File: src/rtl/bus_arbiter_rr_if.sv
// Bus-side signal bundle for the round-robin arbiter.
// The slave modport is the arbiter's view. The master modport is the cores' view.
interface bus_arbiter_rr_if #(
  parameter int unsigned NUM_CORES = 4,
  parameter int unsigned DATA_W    = 32,
  parameter int unsigned TAG_W     = 24
);
  localparam int unsigned OwnerW = (NUM_CORES > 1) ? $clog2(NUM_CORES) : 1;

  logic [NUM_CORES-1:0]        req_i;
  logic [NUM_CORES-1:0]        flush_i;
  logic [NUM_CORES-1:0]        release_i;
  logic [NUM_CORES*DATA_W-1:0] data_to_L2_i;
  logic [NUM_CORES*TAG_W-1:0]  tag_to_L2_i;
  logic [NUM_CORES-1:0]        grant_o;
  logic [NUM_CORES-1:0]        stall_o;
  logic [OwnerW-1:0]           owner_o;
  logic                        owner_valid_o;
  logic                        flush_o;
  logic [DATA_W-1:0]           data_to_L2_o;
  logic [TAG_W-1:0]            tag_to_L2_o;
  logic                        timeout_o;

  modport slave (
    input  req_i, flush_i, release_i, data_to_L2_i, tag_to_L2_i,
    output grant_o, stall_o, owner_o, owner_valid_o, flush_o,
           data_to_L2_o, tag_to_L2_o, timeout_o
  );

  modport master (
    output req_i, flush_i, release_i, data_to_L2_i, tag_to_L2_i,
    input  grant_o, stall_o, owner_o, owner_valid_o, flush_o,
           data_to_L2_o, tag_to_L2_o, timeout_o
  );
endinterface

File: src/rtl/bus_arbiter_rr.sv
// N-core round-robin bus arbiter.
// Flush requests win arbitration over normal requests.
// A flush tenure steers the owner's write-back data and tag to the L2.
// A hold watchdog revokes any tenure that outlives MAX_HOLD cycles.
module bus_arbiter_rr #(
  parameter int unsigned NUM_CORES = 4,
  parameter int unsigned DATA_W    = 32,
  parameter int unsigned TAG_W     = 24,
  parameter int unsigned MAX_HOLD  = 16
) (
  input logic              clk,
  input logic              reset,
  bus_arbiter_rr_if.slave  bus
);
  localparam int unsigned OwnerW = (NUM_CORES > 1) ? $clog2(NUM_CORES) : 1;
  localparam int unsigned HoldW  = $clog2(MAX_HOLD) + 1;
  localparam logic [HoldW-1:0] HoldLast = HoldW'(MAX_HOLD - 1);

  typedef enum logic [0:0] {StIdle, StGrant} state_e;

  state_e               state_q, state_d;
  logic [NUM_CORES-1:0] grant_q, grant_d;
  logic [OwnerW-1:0]    owner_q, owner_d;
  logic [OwnerW-1:0]    last_q, last_d;
  logic                 flush_q, flush_d;
  logic                 timeout_q, timeout_d;
  logic [HoldW-1:0]     hold_q, hold_d;

  logic [NUM_CORES-1:0] cand;
  logic [OwnerW-1:0]    pick;
  logic                 pick_valid;
  logic [31:0]          scan_idx;
  logic                 owner_rel;

  // Rotating-priority search: the first candidate after the last owner, with wrap-around.
  always_comb begin
    cand       = (|bus.flush_i) ? bus.flush_i : bus.req_i;
    pick       = '0;
    pick_valid = 1'b0;
    scan_idx   = '0;
    for (int unsigned i = 1; i <= NUM_CORES; i++) begin
      scan_idx = (32'(last_q) + i) % NUM_CORES;
      if (!pick_valid && cand[scan_idx[OwnerW-1:0]]) begin
        pick       = scan_idx[OwnerW-1:0];
        pick_valid = 1'b1;
      end
    end
  end

  // Tenure FSM: grant from IDLE, end the tenure on owner release or watchdog expiry.
  always_comb begin
    state_d   = state_q;
    grant_d   = grant_q;
    owner_d   = owner_q;
    last_d    = last_q;
    flush_d   = flush_q;
    hold_d    = hold_q;
    timeout_d = 1'b0;
    owner_rel = bus.release_i[owner_q];
    unique case (state_q)
      StIdle: begin
        if (pick_valid) begin
          state_d = StGrant;
          grant_d = NUM_CORES'(1) << pick;
          owner_d = pick;
          flush_d = |bus.flush_i;
          hold_d  = '0;
        end
      end
      StGrant: begin
        if (hold_q != HoldLast) hold_d = hold_q + 1'b1;
        // An owner release wins over a coincident watchdog expiry, so no timeout pulse.
        if (owner_rel || (hold_q == HoldLast)) begin
          state_d   = StIdle;
          grant_d   = '0;
          flush_d   = 1'b0;
          last_d    = owner_q;
          hold_d    = '0;
          timeout_d = !owner_rel;
        end
      end
      default: state_d = StIdle;
    endcase
  end

  // State registers with synchronous reset.
  // The pointer resets to the top core so that core 0 has first priority.
  always_ff @(posedge clk) begin
    if (reset) begin
      state_q   <= StIdle;
      grant_q   <= '0;
      owner_q   <= '0;
      last_q    <= OwnerW'(NUM_CORES - 1);
      flush_q   <= 1'b0;
      timeout_q <= 1'b0;
      hold_q    <= '0;
    end else begin
      state_q   <= state_d;
      grant_q   <= grant_d;
      owner_q   <= owner_d;
      last_q    <= last_d;
      flush_q   <= flush_d;
      timeout_q <= timeout_d;
      hold_q    <= hold_d;
    end
  end

  // Output decode and write-back steering from the registered owner.
  always_comb begin
    bus.grant_o       = grant_q;
    bus.owner_o       = owner_q;
    bus.owner_valid_o = (state_q == StGrant);
    bus.flush_o       = flush_q;
    bus.timeout_o     = timeout_q;
    bus.stall_o       = reset ? '0 : ((bus.req_i | bus.flush_i) & ~grant_q);
    bus.data_to_L2_o  = '0;
    bus.tag_to_L2_o   = '0;
    if (flush_q) begin
      bus.data_to_L2_o = bus.data_to_L2_i[32'(owner_q) * DATA_W +: DATA_W];
      bus.tag_to_L2_o  = bus.tag_to_L2_i[32'(owner_q) * TAG_W +: TAG_W];
    end
  end

  a_grant_onehot: assert property (@(posedge clk) disable iff (reset) $onehot0(grant_q));
  a_owner_valid:  assert property (@(posedge clk) disable iff (reset)
                                   ((state_q == StGrant) == (|grant_q)));
endmodule

File: src/flat_wrapper.sv
// flat-port wrapper written by rule: the top's interface ports become plain ports
module bus_arbiter_rr_flat 
#(
  parameter int unsigned NUM_CORES = 4,
  parameter int unsigned DATA_W    = 32,
  parameter int unsigned TAG_W     = 24,
  parameter int unsigned MAX_HOLD  = 16
)
  (clk, reset, bus_req_i, bus_flush_i, bus_release_i, bus_data_to_L2_i, bus_tag_to_L2_i, bus_grant_o, bus_stall_o, bus_owner_o, bus_owner_valid_o, bus_flush_o, bus_data_to_L2_o, bus_tag_to_L2_o, bus_timeout_o);
  bus_arbiter_rr_if #(.NUM_CORES(NUM_CORES), .DATA_W(DATA_W), .TAG_W(TAG_W)) bus_i ();
  input logic clk;
  input logic reset;
  input wire logic [$bits(bus_i.req_i)-1:0] bus_req_i;
  input wire logic [$bits(bus_i.flush_i)-1:0] bus_flush_i;
  input wire logic [$bits(bus_i.release_i)-1:0] bus_release_i;
  input wire logic [$bits(bus_i.data_to_L2_i)-1:0] bus_data_to_L2_i;
  input wire logic [$bits(bus_i.tag_to_L2_i)-1:0] bus_tag_to_L2_i;
  output wire logic [$bits(bus_i.grant_o)-1:0] bus_grant_o;
  output wire logic [$bits(bus_i.stall_o)-1:0] bus_stall_o;
  output wire logic [$bits(bus_i.owner_o)-1:0] bus_owner_o;
  output wire logic [$bits(bus_i.owner_valid_o)-1:0] bus_owner_valid_o;
  output wire logic [$bits(bus_i.flush_o)-1:0] bus_flush_o;
  output wire logic [$bits(bus_i.data_to_L2_o)-1:0] bus_data_to_L2_o;
  output wire logic [$bits(bus_i.tag_to_L2_o)-1:0] bus_tag_to_L2_o;
  output wire logic [$bits(bus_i.timeout_o)-1:0] bus_timeout_o;
  assign bus_i.req_i = bus_req_i;
  assign bus_i.flush_i = bus_flush_i;
  assign bus_i.release_i = bus_release_i;
  assign bus_i.data_to_L2_i = bus_data_to_L2_i;
  assign bus_i.tag_to_L2_i = bus_tag_to_L2_i;
  assign bus_grant_o = bus_i.grant_o;
  assign bus_stall_o = bus_i.stall_o;
  assign bus_owner_o = bus_i.owner_o;
  assign bus_owner_valid_o = bus_i.owner_valid_o;
  assign bus_flush_o = bus_i.flush_o;
  assign bus_data_to_L2_o = bus_i.data_to_L2_o;
  assign bus_tag_to_L2_o = bus_i.tag_to_L2_o;
  assign bus_timeout_o = bus_i.timeout_o;
  bus_arbiter_rr #(.NUM_CORES(NUM_CORES), .DATA_W(DATA_W), .TAG_W(TAG_W), .MAX_HOLD(MAX_HOLD)) u_core (.clk(clk), .reset(reset), .bus(bus_i));
endmodule
File: config.mk
export PLATFORM = sky130hd
export DESIGN_NAME = bus_arbiter_rr_flat
export DESIGN_NICKNAME = d
export VERILOG_FILES = /design/src/rtl/bus_arbiter_rr_if.sv /design/src/rtl/bus_arbiter_rr.sv /design/src/flat_wrapper.sv
export SDC_FILE = /design/constraint.sdc
export NUM_CORES = 1
export LEC_CHECK = 0
export ABC_AREA = 1
export CAP_MARGIN = 25
export CORE_AREA = 2 2 120 122
export CTS_BUF_LIST = sky130_fd_sc_hd__clkbuf_16
export CTS_CLUSTER_DIAMETER = 60
export DETAILED_ROUTE_END_ITERATION = 7
export DIE_AREA = 0 0 122 124
export PLACE_DENSITY = 0.63
export SYNTH_ARGS = -nofsm -noshare
export SYNTH_HDL_FRONTEND = slang
export SYNTH_SLANG_ARGS = --single-unit
File: constraint.sdc
create_clock -name clk -period 4.5 [get_ports clk]
set_input_delay 0.9 -clock clk [delete_from_list [all_inputs] [get_ports clk]]
set_output_delay 0.9 -clock clk [all_outputs]
set_load 0.01 [all_outputs]
### Word level (Yosys, flattened, before mapping)

Index checks and enable logic that the tools add are counted.

| word-level totals | value |
|---|---|
| register bits | 16 |
| logic and storage cells | 80 |
| input port bits | 238 |

| cells by class | value |
|---|---|
| shift operators | 3 |
| equality and inequality tests | 5 |
| $lt $le $gt $ge | 5 |
| reductions and logical operators | 14 |
| mux-type cells | 35 |
| add/sub/neg operators | 5 |
| bitwise gates (word level) | 5 |
| $mul | 1 |

Operators with widths:

| operator | number |
|---|---|
| 128-bit by 8-bit variable part select with 32-bit output | 1 |
| 96-bit by 8-bit variable part select with 24-bit output | 1 |
| 32-bit 2-to-1 mux | 1 |
| 24-bit 2-to-1 mux | 1 |
| 4-bit 2-to-1 mux | 4 |
| 2-bit by 3-bit < comparator with 1-bit output, second input constant | 5 |
| 5-bit 2-to-1 mux | 3 |
| 1-bit 2-to-1 mux | 13 |
| 1-bit binary-select mux with 2-bit select | 5 |
| 5-bit case mux with 2 select lines | 1 |
| 2-bit 2-to-1 mux | 4 |
| 4-bit case mux with 2 select lines | 1 |
| 2-bit AND reduction | 4 |
| 5-bit by 1-bit adder with 5-bit output, second input constant | 1 |
| 5-bit by 4-bit equality test with 1-bit output, second input constant | 1 |
| 5-bit by 4-bit != test with 1-bit output, second input constant | 1 |
| 2-bit by 1-bit adder with 2-bit output, second input constant | 2 |
| 2-bit adder, second input constant | 2 |
| 4-bit bitwise AND | 1 |
| 1-bit logical NOT | 4 |
| 2-bit by 2-bit multiplier with 4-bit output, second input constant | 1 |
| 4-bit NOT | 1 |
| 4-bit bitwise OR | 1 |
| 1-bit case mux with 2 select lines | 2 |
| 9 further kinds | 12 |

### Logic depth before layout (Yosys ltp)

Gate-level depths: netlist (run 1).

| depth | value |
|---|---|
| depth after elaboration | 17 |
| depth in mapped cells | 14 |

### Least setup slack after synthesis (run 1)

No wires, ideal clock.

| timing path | value |
|---|---|
| path kind | flip-flop to output port |
| start | register u_core.owner_q[0] (netlist: u_core.bus.owner_o[0]) |
| end | output bus_tag_to_L2_o[10] |
| data required time | 3.600 ns |
| arrival time | 1.524 ns |
| slack | 2.076 ns |
| cell stages (with the launch flop) | 8 |
| cells stage by stage | dfxtp_1 buf_4 clkbuf_1 clkbuf_1 nor2_1 nor2_1 o21ai_0 a21oi_1 |

| between the ends | value |
|---|---|
| longest elaborated chain between the ends | 3 |

Ends and longest elaborated chain:

| item | line | source |
|---|---|---|
| start: declaration | bus_arbiter_rr.sv:23 | `logic [OwnerW-1:0] owner_q, owner_d;` |
| start signal: assignment | bus_arbiter_rr.sv:100 | `owner_q <= owner_d;` |
| 2-bit by 2-bit multiplier with 4-bit output | bus_arbiter_rr.sv:120 | `bus.tag_to_L2_o = bus.tag_to_L2_i[32'(owner_q) * TAG_W +: TAG_W];` |
| 96-bit by 8-bit variable part select with 24-bit output | bus_arbiter_rr.sv:120 |  |
| 24-bit 2-to-1 mux | bus_arbiter_rr.sv:118 | `if (flush_q) begin` |
| end: declaration | flat_wrapper.sv:24 | `output wire logic [$bits(bus_i.tag_to_L2_o)-1:0] bus_tag_to_L2_o;` |

Every way passes these cells.

### Worst setup path after layout (run 1)

| timing path | value |
|---|---|
| start | register u_core.owner_q[0] (netlist: u_core.bus.owner_o[0]) |
| end | output bus_data_to_L2_o[2] |

| between the ends | value |
|---|---|
| longest elaborated chain between the ends | 2 |

Ends and longest elaborated chain:

| item | line | source |
|---|---|---|
| 128-bit by 8-bit variable part select with 32-bit output | bus_arbiter_rr.sv:119 | `bus.data_to_L2_o = bus.data_to_L2_i[32'(owner_q) * DATA_W +: DATA_W];` |
| 32-bit 2-to-1 mux | bus_arbiter_rr.sv:118 |  |
| end: declaration | flat_wrapper.sv:23 | `output wire logic [$bits(bus_i.data_to_L2_o)-1:0] bus_data_to_L2_o;` |

Every way passes these cells.

==> results.tsv, run 1 <==
stage	metric	value	unit
run_status	status	finished clean	
global_routing	grt_pass1_wl	23.5	mm
timing	slew_headroom	43.0	%
clock_network	cts-root-buf	clkbuf_16	
detailed_routing	vias_per_cell	4.61	
pwr	irDropWorstVdd	0.000314	V
global_routing	antenna_found_initial	1	
timing	finalSetupViolCount	0	
detailed_routing	route.detailed.wl_per_inst	15.2	um
clock_network	cts_sinks	16	
setup_path	cp.required	3.60	ns
floorplanning	initial_core_util	21.1	%
clock_network	cts.htree.levels	1	
timing	fin_skew	0.00334	ns
detailed_routing	drtPass1Iterations	5	
detailed_routing	wl	16.0	mm
floorplanning	core_area	13700	um2
setup_path	start_kind	register	
detailed_routing	drt_iter0_markers	283	
setup_path	slowest_stage	dfxtp_4	
pwr	intPower	1.36	mW
clock_network	cts_resized	0	
synthesis	synth-seq-area-share	11.1	%
place	gp_congestion	0.847	
floorplanning	die_h	124	um
final_layout	design_area	6160	um2
run	drv_cap	0	
timing	min_period	3.55	ns
synthesis	ys_ff_latch	16	
global_routing	grt-ovfl-total	0	
timing	fmax	0.282	GHz
clock_network	clk_pin_slew	0.05	ns
final_layout	syn_to_final_growth	113	%
pwr	p_sw	1.47	mW
synthesis	ys_types	27	
timing	finalMaxSlewViolations	0	
floorplanning	io_pins	307	
global_routing	grt_pass1_vias	4468	
pwr	total_power	2.83	mW
synthesis	synth_area_leader_cell	nor2_1	
detailed_routing	drtAntennaViolNets	0	
final_layout	fin_nets	1109	
timing	rsz0062_at_grt	no	
synthesis	syn-num-nets	835	
setup_path	cp_data_arrival_time	2.65	ns
timing	post-route-period-util	78.9	%
pwr	cellPowerDensity	459	nW/um2
setup_path	critical_path.max_stage_delay	0.66	ns
clock_network	post_cts_buffers	0	
timing	hold_viol	0	
setup_path	critical_path_class	register to output port	
pwr	pwr-share-seq	10.3	%
final_layout	num_antenna_cells	0	
final_layout	fillCellCount	1491	
synthesis	synth_top_area_share	31.4	%
setup_path	crit_chain	inv_2 -> buf_4 -> o21ai_0 -> a21oi_1 -> clkdlybuf4s50_1	
global_routing	grt_max_degree	61	
setup_path	end_kind	output port	
clock_network	clk_latency	0.25	ns
clock_network	cts_tree	done	
timing	tightest_slew	0.853	ns
timing	fin_tns_setup	0	ns
place	place_area	6080	um2
place	dpl.hpwl	12.1	mm
global_routing	grt.total_usage	19.2	%
synthesis	ys_warn_count	0	
setup_path	critPathBufInv	3	
place	port_buffers	306	
floorplanning	die_w	122	um
pwr	swShare	52.1	%
hold_path	hold_path_class	register to register	
floorplanning	die_area	15100	um2
synthesis	synthesis.area	2890	um2
floorplanning	rows	43	
clock_network	cts_hold_buf	0	
clock_network	cts_max_path_buffers	2	
synthesis	synth.avg_cell_area	4.86	um2
setup_path	worstPathMaxFanout	47	
pwr	combPwrFrac	83.6	%
pwr	clock_power_share	6.2	%
synthesis	synth_area_leaders	nor2_1 31%, o21ai_0 20%, a21oi_1 11%, dfxtp_1 11%, clkbuf_1 4.9%	
pwr	leakage	2.38	nW
detailed_routing	vias	4827	
setup_path	crit_family	buffers and inverters	
clock_network	numCtsBuffers	3	
final_layout	drive_gt1_share	4.15	%
detailed_routing	drc	0	
synthesis	syn_inst	595	
-- synth_stat cells --
cell type and number:
buf_4 1, nand4_1 1, nor2_8 1, nand2_1 33, nand2_4 1, clkbuf_1 38
nand2_2 3, nor3_1 8, ha_1 2, nor2_1 242, nand3_4 1, o21ai_2 1
buf_1 5, inv_2 5, o211ai_1 1, dfxtp_1 16, nor2_2 5, nor2_4 3
buf_2 2, a21oi_1 66, a22oi_1 2, nor4_1 1, xor2_1 1, inv_1 17
o21ai_0 115, nand3_1 21, o21ai_1 3
-- routing by layer --
metal | global-route usage, % | part of all wire (%) | vias up
met4 | 2.01 | 0.56 | 0
met5 | 0 | 0 | -
met2 | 34.7 | 49 | 165
met3 | 3.66 | 7.5 | 8
li1 | - | - | 2495
met1 | 24.3 | 43 | 2159
-- power by group through the flow --
stage                     clock network (mW)  registers [mW]  logic [mW]
after floorplan                            0           0.224        1.41
after global placement                     0           0.295        2.37
after detailed placement                   0           0.294        2.37
after CTS                              0.176           0.292        2.38
after global routing                   0.184           0.305        2.64
final                                  0.175           0.290        2.36
-- registers in the layout, indices dropped and copies added (netlist names) --
| name | count |
|---|---|
| u_core.bus.flush_o | 1 |
| u_core.bus.grant_o | 4 |
| u_core.bus.owner_o | 2 |
| u_core.bus.owner_valid_o | 1 |
| u_core.bus.timeout_o | 1 |
| u_core.hold_q | 5 |
| u_core.last_q | 2 |
-- layout by cell type (no fill, tap or decap), types with 2 or more instances in the layout --
master           netlist  layout
nand2_1               33      33
a21oi_1               66      66
inv_2                  5       7
nand3_1               21      21
nor2_4                 3       3
buf_4                  1       8
o21ai_0              115     115
dfxtp_1               16      14
clkbuf_16              0       3
nor3_1                 8       8
inv_1                 17      15
clkdlybuf4s50_1        0     306
o21ai_1                3       3
nor2_1               242     242
nand2_2                3       3
nor2_2                 5       5
a22oi_1                2       2
ha_1                   2       2
-- final timing paths --
path	end	slack (ns)	from	cells after the start
setup reg to reg	u_core.bus.flush_o	1.83	u_core.bus.owner_o[0]	11
setup / recovery	bus_data_to_L2_o[2]	0.95	u_core.bus.owner_o[0]	5
hold reg to reg	u_core.bus.grant_o[1]	0.48	u_core.bus.grant_o[1]	2
hold / removal	u_core.bus.grant_o[1]	0.48	u_core.bus.grant_o[1]	2
-- kinds of logic (layout without fill, tap and decap cells) --
logic type / count (synthesis) / in the layout / synth area share, %
simple gates: 320 / 320 / 45.8
compound gates: 188 / 188 / 32.9
buf+inv: 68 / 341 / 9.05
flops: 16 / 16 / 11.1
fa+ha+maj: 2 / 2 / 0.866
xor+xnor: 1 / 1 / 0.303
-- tightest hold or removal path: stages, from the launching register on --
cell and delay (ns):
dfxtp_1 0.33, nand2_1 0.07, nand2_1 0.04
-- stage by stage --
step / hold WS [ns] / instances / worst slack (ns) / util (%)
5_1_grt: 0.508 / 1048 / 0.772 / 44.9
6_report: 0.483 / 1048 / 0.948 / 44.9
2_1_floorplan: 0.453 / 595 / 2.08 / -
4_1_cts: 0.485 / 1048 / 0.897 / 44.9
3_3_place_gp: 0.465 / 1044 / 1.12 / 44.4
3_5_place_dp: 0.470 / 1044 / 1.14 / 44.4
-- layout make-up --
type	instances	area [um2]	share of cell area, %
Timing Repair Buffer	315	3140	51.0
Tap cell	180	225	3.65
Sequential cell	16	325	5.28
Inverter	22	82.6	1.34
Multi-Input combinational cell	511	2310	37.5
Clock inverter	1	3.75	0.0609
Clock buffer	3	75.1	1.22
Power figures use the tool's default switching activity.
==> run 2, diff against run 1 <==
--- a/config.mk
+++ b/config.mk
@@ -7,12 +7,12 @@
 export LEC_CHECK = 0
 export ABC_AREA = 1
 export CAP_MARGIN = 25
-export CORE_AREA = 2 2 120 122
+export CORE_AREA = 2 2 119 121
 export CTS_BUF_LIST = sky130_fd_sc_hd__clkbuf_16
 export CTS_CLUSTER_DIAMETER = 60
 export DETAILED_ROUTE_END_ITERATION = 7
-export DIE_AREA = 0 0 122 124
-export PLACE_DENSITY = 0.63
+export DIE_AREA = 0 0 121 123
+export PLACE_DENSITY = 0.64
 export SYNTH_ARGS = -nofsm -noshare
 export SYNTH_HDL_FRONTEND = slang
 export SYNTH_SLANG_ARGS = --single-unit
==> constraint.sdc (replaced) <==
create_clock -name clk -period 3.3 [get_ports clk]
set_input_delay 0.66 -clock clk [delete_from_list [all_inputs] [get_ports clk]]
set_output_delay 0.66 -clock clk [all_outputs]
set_load 0.01 [all_outputs]
==> run 2 against run 1 <==
  * Clock skew rose by 0.0055 ns
  * Die area fell by 1.6%
  * Critical path depth rose by 1
  * Count of clock-buffer cells in the layout did not move
  * Sequential power rose by 9.3%
  * Register-to-register slack got worse by 0.76 ns
==> results.tsv, run 2 (synthesis results as in run 1) <==
stage	metric	value	unit	change
run_status	status	finished clean		
final_layout	regMostFlops	u_core.hold_q		
timing	timing.final.ws_setup	0.460	ns	-0.488 ns
setup_path	critical_path.max_stage_delay	0.57	ns	-0.09 ns
clock_network	cts_sinks	16		unchanged
setup_path	start_kind	primary input		
clock_network	cts-root-buf	clkbuf_16		
clock_network	numCtsBuffers	3		unchanged
final_layout	design_area	6220	um2	+0.93%
setup_path	critical_path_class	primary input to output port		
timing	fmax	0.352	GHz	
detailed_routing	drtAntennaViolNets	0		unchanged
clock_network	cts_max_path_buffers	2		unchanged
global_routing	grt_pass1_wl	23.1	mm	-1.4%
place	gp_congestion	0.843		-0.47%
setup_path	worstPathMaxFanout	1		-98%
setup_path	cp_data_arrival_time	2.18	ns	-0.47 ns
detailed_routing	vias	4752		-1.6%
floorplanning	die_area	14900	um2	-1.6%
setup_path	slowest_stage	clkdlybuf4s50_1		
clock_network	cts_tree	done		
floorplanning	rows	43		unchanged
final_layout	syn_to_final_growth	115	%	
floorplanning	io_pins	307		unchanged
clock_network	clk_pin_slew	0.04	ns	about the same
global_routing	antenna_found_initial	0		-1
floorplanning	core_area	13600	um2	-0.78%
final_layout	drive_gt1_share	4.26	%	+0.11 points
timing	min_period	2.84	ns	
floorplanning	initial_core_util	21.2	%	+0.17 points
clock_network	clk_latency	0.25	ns	about the same
timing	finalMaxSlewViolations	0		unchanged
timing	fin_tns_setup	0	ns	unchanged
timing	tightest_slew	0.537	ns	-0.316 ns
timing	rsz0062_at_grt	no		
detailed_routing	drtPass1Iterations	4		-1
pwr	irDropWorstVdd	0.000420	V	+34%
timing	finalSetupViolCount	0		unchanged
final_layout	final_util	45.7	%	+0.78 points
timing	hold_viol	0		unchanged
place	port_buffers	306		unchanged
floorplanning	die_h	123	um	-0.81%
place	pre_cts_ws	0.447	ns	-0.689 ns
timing	slew_headroom	64.1	%	+21 points
hold_path	hold_path_class	register to register		
final_layout	fillCellCount	1473		-1.2%
final_layout	fin_nets	1110		+0.090%
final_layout	layout_commonest_cell	clkdlybuf4s50_1		
detailed_routing	drc	0		unchanged
run	drv_cap	0		unchanged
global_routing	grt.total_usage	19.0	%	-0.18 points
clock_network	cts_resized	0		unchanged
final_layout	final_cell_mix	306 x clkdlybuf4s50_1, 242 x nor2_1, 115 x o21ai_0		
global_routing	grt-ovfl-total	0		unchanged
place	place_area	6140	um2	+0.95%
place	dpl.hpwl	11.9	mm	-1.8%
setup_path	cp.required	2.64	ns	-0.96 ns
final_layout	largest_reg_flops	5		unchanged
final_layout	layoutNonFillerInstCount	1049		+0.095%
detailed_routing	vias_per_cell	4.53		-1.6%
place	dp_cells	1045		+0.096%
global_routing	grt_max_degree	78		+28%
setup_path	crit_chain	clkdlybuf4s50_1 -> nor2_1 -> nor2_1 -> o21ai_0 -> a21oi_1 -> clkdlybuf4s50_1		
clock_network	post_cts_buffers	0		unchanged
pwr	cellPowerDensity	630	nW/um2	+37%
clock_network	cts_hold_buf	0		unchanged
floorplanning	die_w	121	um	-0.82%
detailed_routing	drt_iter0_markers	243		-14%
final_layout	num_antenna_cells	0		unchanged
global_routing	grt_pass1_vias	4380		-2.0%
clock_network	cts.htree.levels	1		unchanged
detailed_routing	route.detailed.wl_per_inst	14.8	um	-2.6%
detailed_routing	wl	15.6	mm	-2.5%
pwr	leakage	2.41	nW	+1.1%
setup_path	end_kind	output port		
timing	fin_skew	0.00880	ns	+0.00546 ns
timing	post-route-period-util	86.0	%	
## run 2: cell types whose count changed in the layout (fill, tap and decap cells not counted), sizes merged
cell	previous run	this run
buf	9	10
## run 2: worst paths after layout
| kind | from | to | slack, ns | cells past startpoint |
|---|---|---|---|---|
| worst max-delay path | bus_data_to_L2_i[67] | bus_data_to_L2_o[3] | 0.46 | 6 |
| worst min-delay path | u_core.bus.grant_o[2] | u_core.bus.grant_o[2] | 0.47 | 2 |
| worst max register to register | u_core.bus.owner_o[1] | u_core.bus.flush_o | 1.07 | 11 |
| worst min register to register | u_core.bus.grant_o[2] | u_core.bus.grant_o[2] | 0.47 | 2 |
## run 2: layout make-up
type | count | area (um2) | area share (%)
timing repair buffer | 316 | 3200 | 51.4
multi-input combinational | 511 | 2310 | 37.1
sequential | 16 | 325 | 5.23
tap | 180 | 225 | 3.62
inverter | 22 | 82.6 | 1.33
clock buffer | 3 | 75.1 | 1.21
clock inverter | 1 | 3.75 | 0.0603
## run 2: metrics by stage
stage | hold slack, ns | power, mW
floorplan | 0.453 | 2.22
global placement | 0.469 | 3.70
detailed placement | 0.469 | 3.69
CTS | 0.479 | 3.95
global route | 0.511 | 4.30
finish | 0.473 | 3.92
## run 2: routing by layer
metal	vias up	track usage, %	routed length, um
li1	2499	-	-
met1	2059	23.4	6510
met5	-	0	0
met4	0	2.40	110
met3	10	4.43	1350
met2	184	34.4	7600
## run 2: worst max-delay path: cells and delay by family
kind | cells | cell delay, ns
AOI/OAI and AO/OA | 2 | 0.37
buffers and inverters | 2 | 1.03
and+or+nand+nor | 2 | 0.12
## run 2: where the power goes
group / internal, mW / switching (mW)
logic: 1.50 / 1.87
registers: 0.254 / 0.0634
clock network: 0.161 / 0.0767
total: 1.91 / 2.01
==> run 3, diff against run 2 <==
--- a/config.mk
+++ b/config.mk
@@ -13,6 +13,7 @@
 export DETAILED_ROUTE_END_ITERATION = 7
 export DIE_AREA = 0 0 121 123
 export PLACE_DENSITY = 0.64
+export RECOVER_POWER = 25
 export SYNTH_ARGS = -nofsm -noshare
 export SYNTH_HDL_FRONTEND = slang
 export SYNTH_SLANG_ARGS = --single-unit
==> run 3 against run 2 <==
  * Utilization fell by 0.12 points
  * Setup slack improved by 0.0024 ns
  * Power fell by 0.64%
  * Sequential power barely moved
  * Design area fell by 0.26%
  * Critical path depth did not move
  * Clock skew barely moved
  * Maximum frequency barely moved
==> results.tsv, run 3 (synthesis results as in run 1) <==
stage	metric	value	unit	change
detailed_routing	wl	15.6	mm	about the same
setup_path	cp_data_arrival_time	2.18	ns	about the same
run_status	status	finished clean		
clock_network	cts.htree.levels	1		unchanged
setup_path	crit_chain	clkdlybuf4s50_1 -> nor2_1 -> nor2_1 -> o21ai_0 -> a21oi_1 -> clkdlybuf4s50_1		
global_routing	grt_max_degree	78		unchanged
setup_path	critical_path_class	primary input to output port		
detailed_routing	drtPass1Iterations	4		unchanged
place	port_buffers	306		unchanged
floorplanning	rows	43		unchanged
clock_network	post_cts_buffers	0		unchanged
clock_network	cts_hold_buf	0		unchanged
global_routing	grt.total_usage	19.0	%	unchanged
timing	rsz0062_at_grt	no		
global_routing	grt_pass1_vias	4380		unchanged
setup_path	worstPathMaxFanout	1		unchanged
clock_network	cts_max_path_buffers	2		unchanged
setup_path	crit_family	buffers and inverters		
setup_path	end_kind	output port		
setup_path	cp.required	2.64	ns	about the same
hold_path	hold_path_class	register to register		
clock_network	cts_sinks	16		unchanged
pwr	irDropWorstVdd	0.000417	V	-0.58%
pwr	leakage	2.43	nW	+0.70%
final_layout	drive_gt1_share	3.80	%	-0.46 points
timing	fin_skew	0.00860	ns	-0.000205 ns
timing	post-route-period-util	86.0	%	about the same
timing	fin_tns_setup	0	ns	unchanged
place	dpl.hpwl	11.9	mm	unchanged
final_layout	regMostFlops	u_core.hold_q		
pwr	cellPowerDensity	627	nW/um2	-0.38%
timing	fmax	0.352	GHz	about the same
global_routing	grt_pass1_wl	23.1	mm	unchanged
timing	finalMaxSlewViolations	0		unchanged
timing	finalSetupViolCount	0		unchanged
floorplanning	core_area	13600	um2	unchanged
pwr	total_power	3.89	mW	-0.64%
final_layout	fin_nets	1110		unchanged
final_layout	layout_commonest_cell	clkdlybuf4s50_1		
floorplanning	die_area	14900	um2	unchanged
run	drv_cap	0		unchanged
clock_network	cts_resized	0		unchanged
detailed_routing	drc	0		unchanged
timing	hold_viol	0		unchanged
clock_network	cts-root-buf	clkbuf_16		
clock_network	clk_pin_slew	0.04	ns	about the same
detailed_routing	route.detailed.wl_per_inst	14.8	um	about the same
clock_network	clk_latency	0.25	ns	about the same
setup_path	slowest_stage	clkdlybuf4s50_1		
final_layout	num_antenna_cells	0		unchanged
place	gp_congestion	0.843		unchanged
floorplanning	initial_core_util	21.2	%	unchanged
timing	min_period	2.84	ns	-0.00238 ns
detailed_routing	drtAntennaViolNets	0		unchanged
setup_path	critical_path.max_stage_delay	0.59	ns	+0.02 ns
detailed_routing	vias	4754		+0.042%
floorplanning	io_pins	307		unchanged
final_layout	final_cell_mix	298 x clkdlybuf4s50_1, 244 x nor2_1, 115 x o21ai_0		
floorplanning	die_w	121	um	unchanged
global_routing	antenna_found_initial	0		unchanged
clock_network	numCtsBuffers	3		unchanged
setup_path	critPathBufInv	2		unchanged
detailed_routing	drt_iter0_markers	241		-0.82%
final_layout	largest_reg_flops	5		unchanged
global_routing	grt-ovfl-total	0		unchanged
timing	slew_headroom	50.4	%	-14 points
clock_network	cts_tree	done		
detailed_routing	vias_per_cell	4.53		about the same
timing	tightest_slew	0.745	ns	+0.207 ns
final_layout	syn_to_final_growth	115	%	
floorplanning	die_h	123	um	unchanged
setup_path	start_kind	primary input		
## run 3: where the power goes
group	internal (mW)	switching, mW
clock network	0.161	0.0765
logic	1.48	1.86
registers	0.252	0.0621
total	1.89	2.00
## run 3: layer usage
metal	vias to the layer above	GRT usage, %	wire (um)	part of all wire, %
met4	0	2.40	110	0.71
met2	178	34.4	7610	49
met3	10	4.43	1270	8.2
met1	2067	23.4	6560	42
li1	2499	-	-	-
met5	-	0	0	0
## run 3: area by class of cell
type / count / area (um2)
clock inverters: 1 / 3.75
well taps: 180 / 225
inverters: 22 / 82.6
fillers: 1477 / 7410
multi-input cells: 511 / 2300
repair buffers: 316 / 3200
flip-flops and latches: 16 / 324
clock buffers: 3 / 75.1
## run 3: path summary, 6_finish.rpt
| path | from | to | slack [ns] | cells past startpoint |
|---|---|---|---|---|
| max reg2reg | u_core.bus.owner_o[1] | u_core.bus.flush_o | 1.04 | 11 |
| min | u_core.bus.grant_o[2] | u_core.bus.grant_o[2] | 0.47 | 2 |
| min reg2reg | u_core.bus.grant_o[2] | u_core.bus.grant_o[2] | 0.47 | 2 |
| max | bus_data_to_L2_i[68] | bus_data_to_L2_o[4] | 0.46 | 6 |
## run 3: metrics by stage
stage                     util [%]  cells  instance area [um2]  hold WS [ns]  worst slack (ns)
after global routing          45.6   1049                 6200         0.508             0.338
after CTS                     45.7   1049                 6220         0.479             0.447
after detailed placement      45.1   1045                 6140         0.469             0.447
final                         45.6   1049                 6200         0.469             0.463
after floorplan                  -    595                 2890         0.453              1.12
after global placement        45.1   1045                 6140         0.469             0.454
## run 3: tightest hold or removal path, stage by stage, from the launching register on
cell and delay (ns):
dfxtp_1 0.31, nand2_1 0.06, o21ai_1 0.05
